## config.mk

```make
export PLATFORM = sky130hd
export DESIGN_NAME = mem_stage_ctrl
export DESIGN_NICKNAME = d
export VERILOG_FILES = /design/src/rtl/mem_stage_ctrl.sv
export SDC_FILE = /design/constraint.sdc
export NUM_CORES = 1
export LEC_CHECK = 0
export CORE_MARGIN = 1
export CORE_UTILIZATION = 45
export DETAILED_ROUTE_END_ITERATION = 7
export HOLD_SLACK_MARGIN = 0.08
export PLACE_DENSITY = 0.8
export SKIP_CTS_REPAIR_TIMING = 1
export SLEW_MARGIN = 20
export SYNTH_ARGS = -nofsm -noshare
export SYNTH_HDL_FRONTEND = slang
export SYNTH_SLANG_ARGS = --single-unit
```

## constraint.sdc

```tcl
create_clock -name clk -period 6 [get_ports clk]
set_input_delay 1.2 -clock clk [delete_from_list [all_inputs] [get_ports clk]]
set_output_delay 1.2 -clock clk [all_outputs]
set_load 0.02 [all_outputs]
```

## src/rtl/mem_stage_ctrl.sv

```systemverilog
// MEM stage controller: drives the data-memory req/ack access, resolves branches
// and loads the MEM/WB writeback register from the latched EX/MEM fields.
module mem_stage_ctrl #(
    parameter int unsigned TIMEOUT = 15
) (
    input  logic        clk,
    input  logic        reset,
    input  logic [1:0]  CregWrite,
    input  logic [1:0]  CmemWrite,
    input  logic        CmemToReg,
    input  logic        Cbranch,
    input  logic [15:0] Finresult,
    input  logic [15:0] Finbranch,
    input  logic [15:0] R1data,
    input  logic [15:0] FinR0,
    input  logic [3:0]  FwriteBack,
    input  logic        memAck,
    input  logic [15:0] memRdata,
    output logic        memReq,
    output logic        memWe,
    output logic [15:0] memAddr,
    output logic [15:0] memWdata,
    output logic [1:0]  memByteEn,
    output logic        stall,
    output logic        branched,
    output logic [15:0] pcTarget,
    output logic [1:0]  wbRegWrite,
    output logic [3:0]  wbDest,
    output logic [15:0] wbData,
    output logic [15:0] wbR0,
    output logic        memErr
);

    localparam logic [0:0] IDLE   = 1'b0;
    localparam logic [0:0] ACCESS = 1'b1;

    localparam logic [7:0] CNT_LAST = 8'(TIMEOUT - 1);

    logic [0:0]  state_q, state_d;
    logic [7:0]  cnt_q, cnt_d;
    logic [1:0]  lat_regw_q, lat_regw_d;
    logic [3:0]  lat_dest_q, lat_dest_d;
    logic [15:0] lat_r0_q, lat_r0_d;
    logic        lat_load_q, lat_load_d;

    logic        mem_req_q, mem_req_d;
    logic        mem_we_q, mem_we_d;
    logic [15:0] mem_addr_q, mem_addr_d;
    logic [15:0] mem_wdata_q, mem_wdata_d;
    logic [1:0]  mem_be_q, mem_be_d;
    logic        stall_q, stall_d;
    logic        branched_q, branched_d;
    logic [15:0] pc_target_q, pc_target_d;
    logic [1:0]  wb_regw_q, wb_regw_d;
    logic [3:0]  wb_dest_q, wb_dest_d;
    logic [15:0] wb_data_q, wb_data_d;
    logic [15:0] wb_r0_q, wb_r0_d;
    logic        mem_err_q, mem_err_d;

    logic        is_store;
    logic        is_load;
    logic [1:0]  regw_eff;

    // Encoding 11 on either control field is a no-op.
    assign is_store = (CmemWrite == 2'b01) || (CmemWrite == 2'b10);
    assign is_load  = CmemToReg && !is_store;
    assign regw_eff = (CregWrite == 2'b11) ? 2'b00 : CregWrite;

    always_comb begin
        state_d     = state_q;
        cnt_d       = cnt_q;
        lat_regw_d  = lat_regw_q;
        lat_dest_d  = lat_dest_q;
        lat_r0_d    = lat_r0_q;
        lat_load_d  = lat_load_q;
        mem_req_d   = mem_req_q;
        mem_we_d    = mem_we_q;
        mem_addr_d  = mem_addr_q;
        mem_wdata_d = mem_wdata_q;
        mem_be_d    = mem_be_q;
        branched_d  = 1'b0;
        pc_target_d = pc_target_q;
        wb_regw_d   = 2'b00;
        wb_dest_d   = wb_dest_q;
        wb_data_d   = wb_data_q;
        wb_r0_d     = wb_r0_q;
        mem_err_d   = mem_err_q;

        case (state_q)
            IDLE: begin
                if (Cbranch) begin
                    branched_d  = 1'b1;
                    pc_target_d = Finbranch;
                end else if (is_store || is_load) begin
                    mem_req_d  = 1'b1;
                    mem_addr_d = Finresult;
                    mem_we_d   = is_store;
                    mem_be_d   = 2'b11;
                    if (CmemWrite == 2'b10) begin
                        mem_wdata_d = {8'h00, R1data[7:0]};
                        mem_be_d    = 2'b01;
                    end else if (is_store) begin
                        mem_wdata_d = R1data;
                    end
                    lat_regw_d = regw_eff;
                    lat_dest_d = FwriteBack;
                    lat_r0_d   = FinR0;
                    lat_load_d = is_load;
                    cnt_d      = 8'd0;
                    state_d    = ACCESS;
                end else if (regw_eff != 2'b00) begin
                    wb_regw_d = regw_eff;
                    wb_dest_d = FwriteBack;
                    wb_data_d = Finresult;
                    wb_r0_d   = FinR0;
                end
            end
            ACCESS: begin
                if (memAck) begin
                    mem_req_d = 1'b0;
                    state_d   = IDLE;
                    if (lat_load_q) begin
                        wb_regw_d = lat_regw_q;
                        wb_dest_d = lat_dest_q;
                        wb_data_d = memRdata;
                        wb_r0_d   = lat_r0_q;
                    end
                end else if (cnt_q == CNT_LAST) begin
                    mem_req_d = 1'b0;
                    mem_err_d = 1'b1;
                    state_d   = IDLE;
                end else begin
                    cnt_d = cnt_q + 8'd1;
                end
            end
            default: state_d = IDLE;
        endcase

        stall_d = (state_d == ACCESS);
    end

    always_ff @(posedge clk or posedge reset) begin
        if (reset) begin
            state_q     <= IDLE;
            cnt_q       <= 8'd0;
            lat_regw_q  <= 2'b00;
            lat_dest_q  <= 4'h0;
            lat_r0_q    <= 16'h0000;
            lat_load_q  <= 1'b0;
            mem_req_q   <= 1'b0;
            mem_we_q    <= 1'b0;
            mem_addr_q  <= 16'h0000;
            mem_wdata_q <= 16'h0000;
            mem_be_q    <= 2'b00;
            stall_q     <= 1'b0;
            branched_q  <= 1'b0;
            pc_target_q <= 16'h0000;
            wb_regw_q   <= 2'b00;
            wb_dest_q   <= 4'h0;
            wb_data_q   <= 16'h0000;
            wb_r0_q     <= 16'h0000;
            mem_err_q   <= 1'b0;
        end else begin
            state_q     <= state_d;
            cnt_q       <= cnt_d;
            lat_regw_q  <= lat_regw_d;
            lat_dest_q  <= lat_dest_d;
            lat_r0_q    <= lat_r0_d;
            lat_load_q  <= lat_load_d;
            mem_req_q   <= mem_req_d;
            mem_we_q    <= mem_we_d;
            mem_addr_q  <= mem_addr_d;
            mem_wdata_q <= mem_wdata_d;
            mem_be_q    <= mem_be_d;
            stall_q     <= stall_d;
            branched_q  <= branched_d;
            pc_target_q <= pc_target_d;
            wb_regw_q   <= wb_regw_d;
            wb_dest_q   <= wb_dest_d;
            wb_data_q   <= wb_data_d;
            wb_r0_q     <= wb_r0_d;
            mem_err_q   <= mem_err_d;
        end
    end

    assign memReq     = mem_req_q;
    assign memWe      = mem_we_q;
    assign memAddr    = mem_addr_q;
    assign memWdata   = mem_wdata_q;
    assign memByteEn  = mem_be_q;
    assign stall      = stall_q;
    assign branched   = branched_q;
    assign pcTarget   = pc_target_q;
    assign wbRegWrite = wb_regw_q;
    assign wbDest     = wb_dest_q;
    assign wbData     = wb_data_q;
    assign wbR0       = wb_r0_q;
    assign memErr     = mem_err_q;

endmodule

```

==> results.md <==
- Cells after synthesis: 432
- Largest net degree at the start of global routing: 90
- CP Class: input pin to flip-flop
- VDD IR max: between 0.2 and 0.25 mV
- Hold Path Class: flip-flop to flip-flop
- Detail-routed net length per standard cell: 15.7 um
- FF-to-FF Start: stall$_DFF_PP0_
- Fmax: roughly 290 MHz
- Post-route DRC: 0
- ANT nets after route: 0
- TritonCTS Buffers: 17
- Post-synth top flop: dfrtp_1
- Mean cell area of the mapped netlist: 12.1 um^2
- Slew headroom: 31.0%
- Yosys cell types: 41
- Finish-stage setup viols: 0
- Worst EP required: 6.29 ns
- Pre-antenna DRT Iters: 4
- Global-route wire length before repair: between 15,000 and 20,000 um
- Fin Setup TNS: 0 ns
- ANT cells: 0
- RSZ-0062 raised after global routing: false
- Hold Crit Depth: 2
- CTS Sinks: 124
- Worst-Skew Late Latency: 0.41 ns
- Top-count cell post-synth: dfrtp_1
- Post-route clock period utilization: between 50% and 60%
- Worst-Margin Slew: 1.03 ns
- CP max FO: 43
- DRT iter0 DRCs: 174
- Fin cells: 774
- Sequential share of the synthesized area: 59.3%
- Die H: roughly 110 um
- R2R Setup Slk: 3.60 ns
- Clock root cell: clkbuf_16
- Mapped Area: 5230 um^2
- Rows: 39
- CTS max path bufs: 2
- Hold Violations, Final: 0
- Via density: just over 5
- Core area: roughly 11,000 um^2
- I/O Buffers: 185
- Die Span X: approximately 110 um
- Area Growth Syn to Fin: 48.3%
- Die Area: 12,100 um^2
- Synth Register Bits: 124
- Layout Nets: 718
- Via count: 3,891
- WL final: 12,200 um
- Initial antenna violation count: 0
- Post-synth top area cell: dfrtp_1
- Placement Cell Area: 7200 um^2
- Hold_ws: 0.466 ns
- Ys async rst share: 100%
- Fin. max-slew vios: 0
- Design area: just under 8000 um^2
- Yosys warnings: 0
- Total power: approximately 3400 uW
- Post-synth EDFFs: 0
- H-tree depth: 4
- Share of layout cells above drive strength 1: 16.5%
- Leak: 0.00342 uW
- Reg2reg path depth: 5
- Placed Cells: 742
- Arrival time at the worst endpoint: between 3 and 4 ns
- Hold path startpoint: memWdata[10]$_DFFE_PP0P_
- Clock Skew: 0.00746 ns
- Clock-pin slew on the worst setup and hold paths: 0.05 ns
- P per Cell Area: 442 nW/um^2
- Status: completed
- Worst setup SP type: input pin
- Remaining Overflow, GRT: 0
- Final HPWL DP: between 8000 and 9000 um
- Reg-to-reg critical path endpoint: cnt_q[1]$_DFFE_PP0P_
- Max Cap Viol: 0
- Synth top area share: 59.3%
- Min Tclk post-route: 3.48 ns
- Hold path endpoint: memWdata[10]$_DFFE_PP0P_
- Most frequent cells after synthesis: dfrtp_1 (124), mux2_2 (54), nand2_1 (49)
- Syn Nets: 532
- Starting Density: a little under half
- Vias in the first global route: 3,821
- Gpl congestion: 0.751
- TritonCTS clock tree: yes
- Largest cells by area after synthesis: dfrtp_1 (59%), mux2_2 (12%), mux2i_1 (6.9%)
- Worst setup EP type: flip-flop
- GR Util All Layers: 20.4%
- Fill count: 833
- I/O pins: 186
[area by class of cell]
class | count | area [um^2] | share of cell area [%]
tap | 143 | 179 | 2.30
clock buffer | 24 | 492 | 6.33
multi-input combinational | 278 | 2010 | 25.9
clock inverter | 8 | 65.1 | 0.838
sequential | 124 | 3100 | 40.0
inverter | 8 | 35.0 | 0.451
timing repair buffer | 189 | 1880 | 24.2
[how the worst max path moves through the flow]
stage	endpoint	depth (start not counted)	slack, ns	startpoint
3_5_place_dp	cnt_q[1]$_DFFE_PP0P_	8	2.05	CmemWrite[0]
4_1_cts	cnt_q[1]$_DFFE_PP0P_	8	2.49	CmemWrite[0]
6_report	cnt_q[1]$_DFFE_PP0P_	8	2.52	CmemWrite[0]
3_3_place_gp	cnt_q[1]$_DFFE_PP0P_	8	2.14	CmemWrite[0]
2_1_floorplan	branched$_DFF_PP0_	1	1.50	reset
5_1_grt	cnt_q[1]$_DFFE_PP0P_	8	2.30	CmemWrite[0]
[critical path, stage by stage]
cell             delay, ns
clkdlybuf4s50_1       0.47
inv_1                 0.04
ha_1                  0.31
nand2b_1              0.21
nand2_2               0.62
a22o_4                0.53
inv_2                 0.08
mux2_4                0.29
[report_power, final]
part | switching, uW | internal, uW | leakage, uW
Combinational | 599 | 621 | 0.00168
Sequential | 155 | 1100 | 0.00146
Clock | 345 | 608 | 0.000283
[flip-flops by register name, summed over array words and instances, names as in the netlist, 2 cells and up]
| name | count |
|---|---|
| lat_r0_q | 16 |
| memAddr | 16 |
| memWdata | 16 |
| pcTarget | 16 |
| wbData | 16 |
| wbR0 | 16 |
| cnt_q | 8 |
| lat_dest_q | 4 |
| wbDest | 4 |
| lat_regw_q | 2 |
| memByteEn | 2 |
| wbRegWrite | 2 |
[placed cells by master (no fill, tap or decap), types with 7 or more instances in the layout]
cell type and n:
nor2_1 40, nand3_1 8, clkdlybuf4s50_1 185, nand2_1 49, ha_1 7, nand3b_1 8, dfrtp_1 123, a21oi_1 40
clkinv_2 7, mux2_2 54, mux2i_1 36, clkbuf_16 17
[per-stage QoR]
stage / setup slack (ns) / utilization, %
floorplan: 1.50 / -
global placement: 2.14 / 63.4
detailed placement: 2.05 / 63.4
CTS: 2.49 / 68.3
global route: 2.30 / 68.3
finish: 2.52 / 68.3
[logic make-up after synthesis]
logic type | Yosys count | share of synthesized area [%]
mux | 91 | 18.8
compound gates | 55 | 6.57
simple gates | 125 | 11.1
fa+ha+maj | 7 | 1.67
buf+inv | 30 | 2.58
flops | 124 | 59.3
[layer usage]
metal / wire [um] / share of wire (%) / track usage, %
met1: 4950 / 41 / 23.8
met5: 0 / 0 / 0
met4: 173 / 1.4 / 7.71
met2: 5990 / 49 / 34.1
met3: 1050 / 8.7 / 7.88
(Power assumes the default switching activity.)
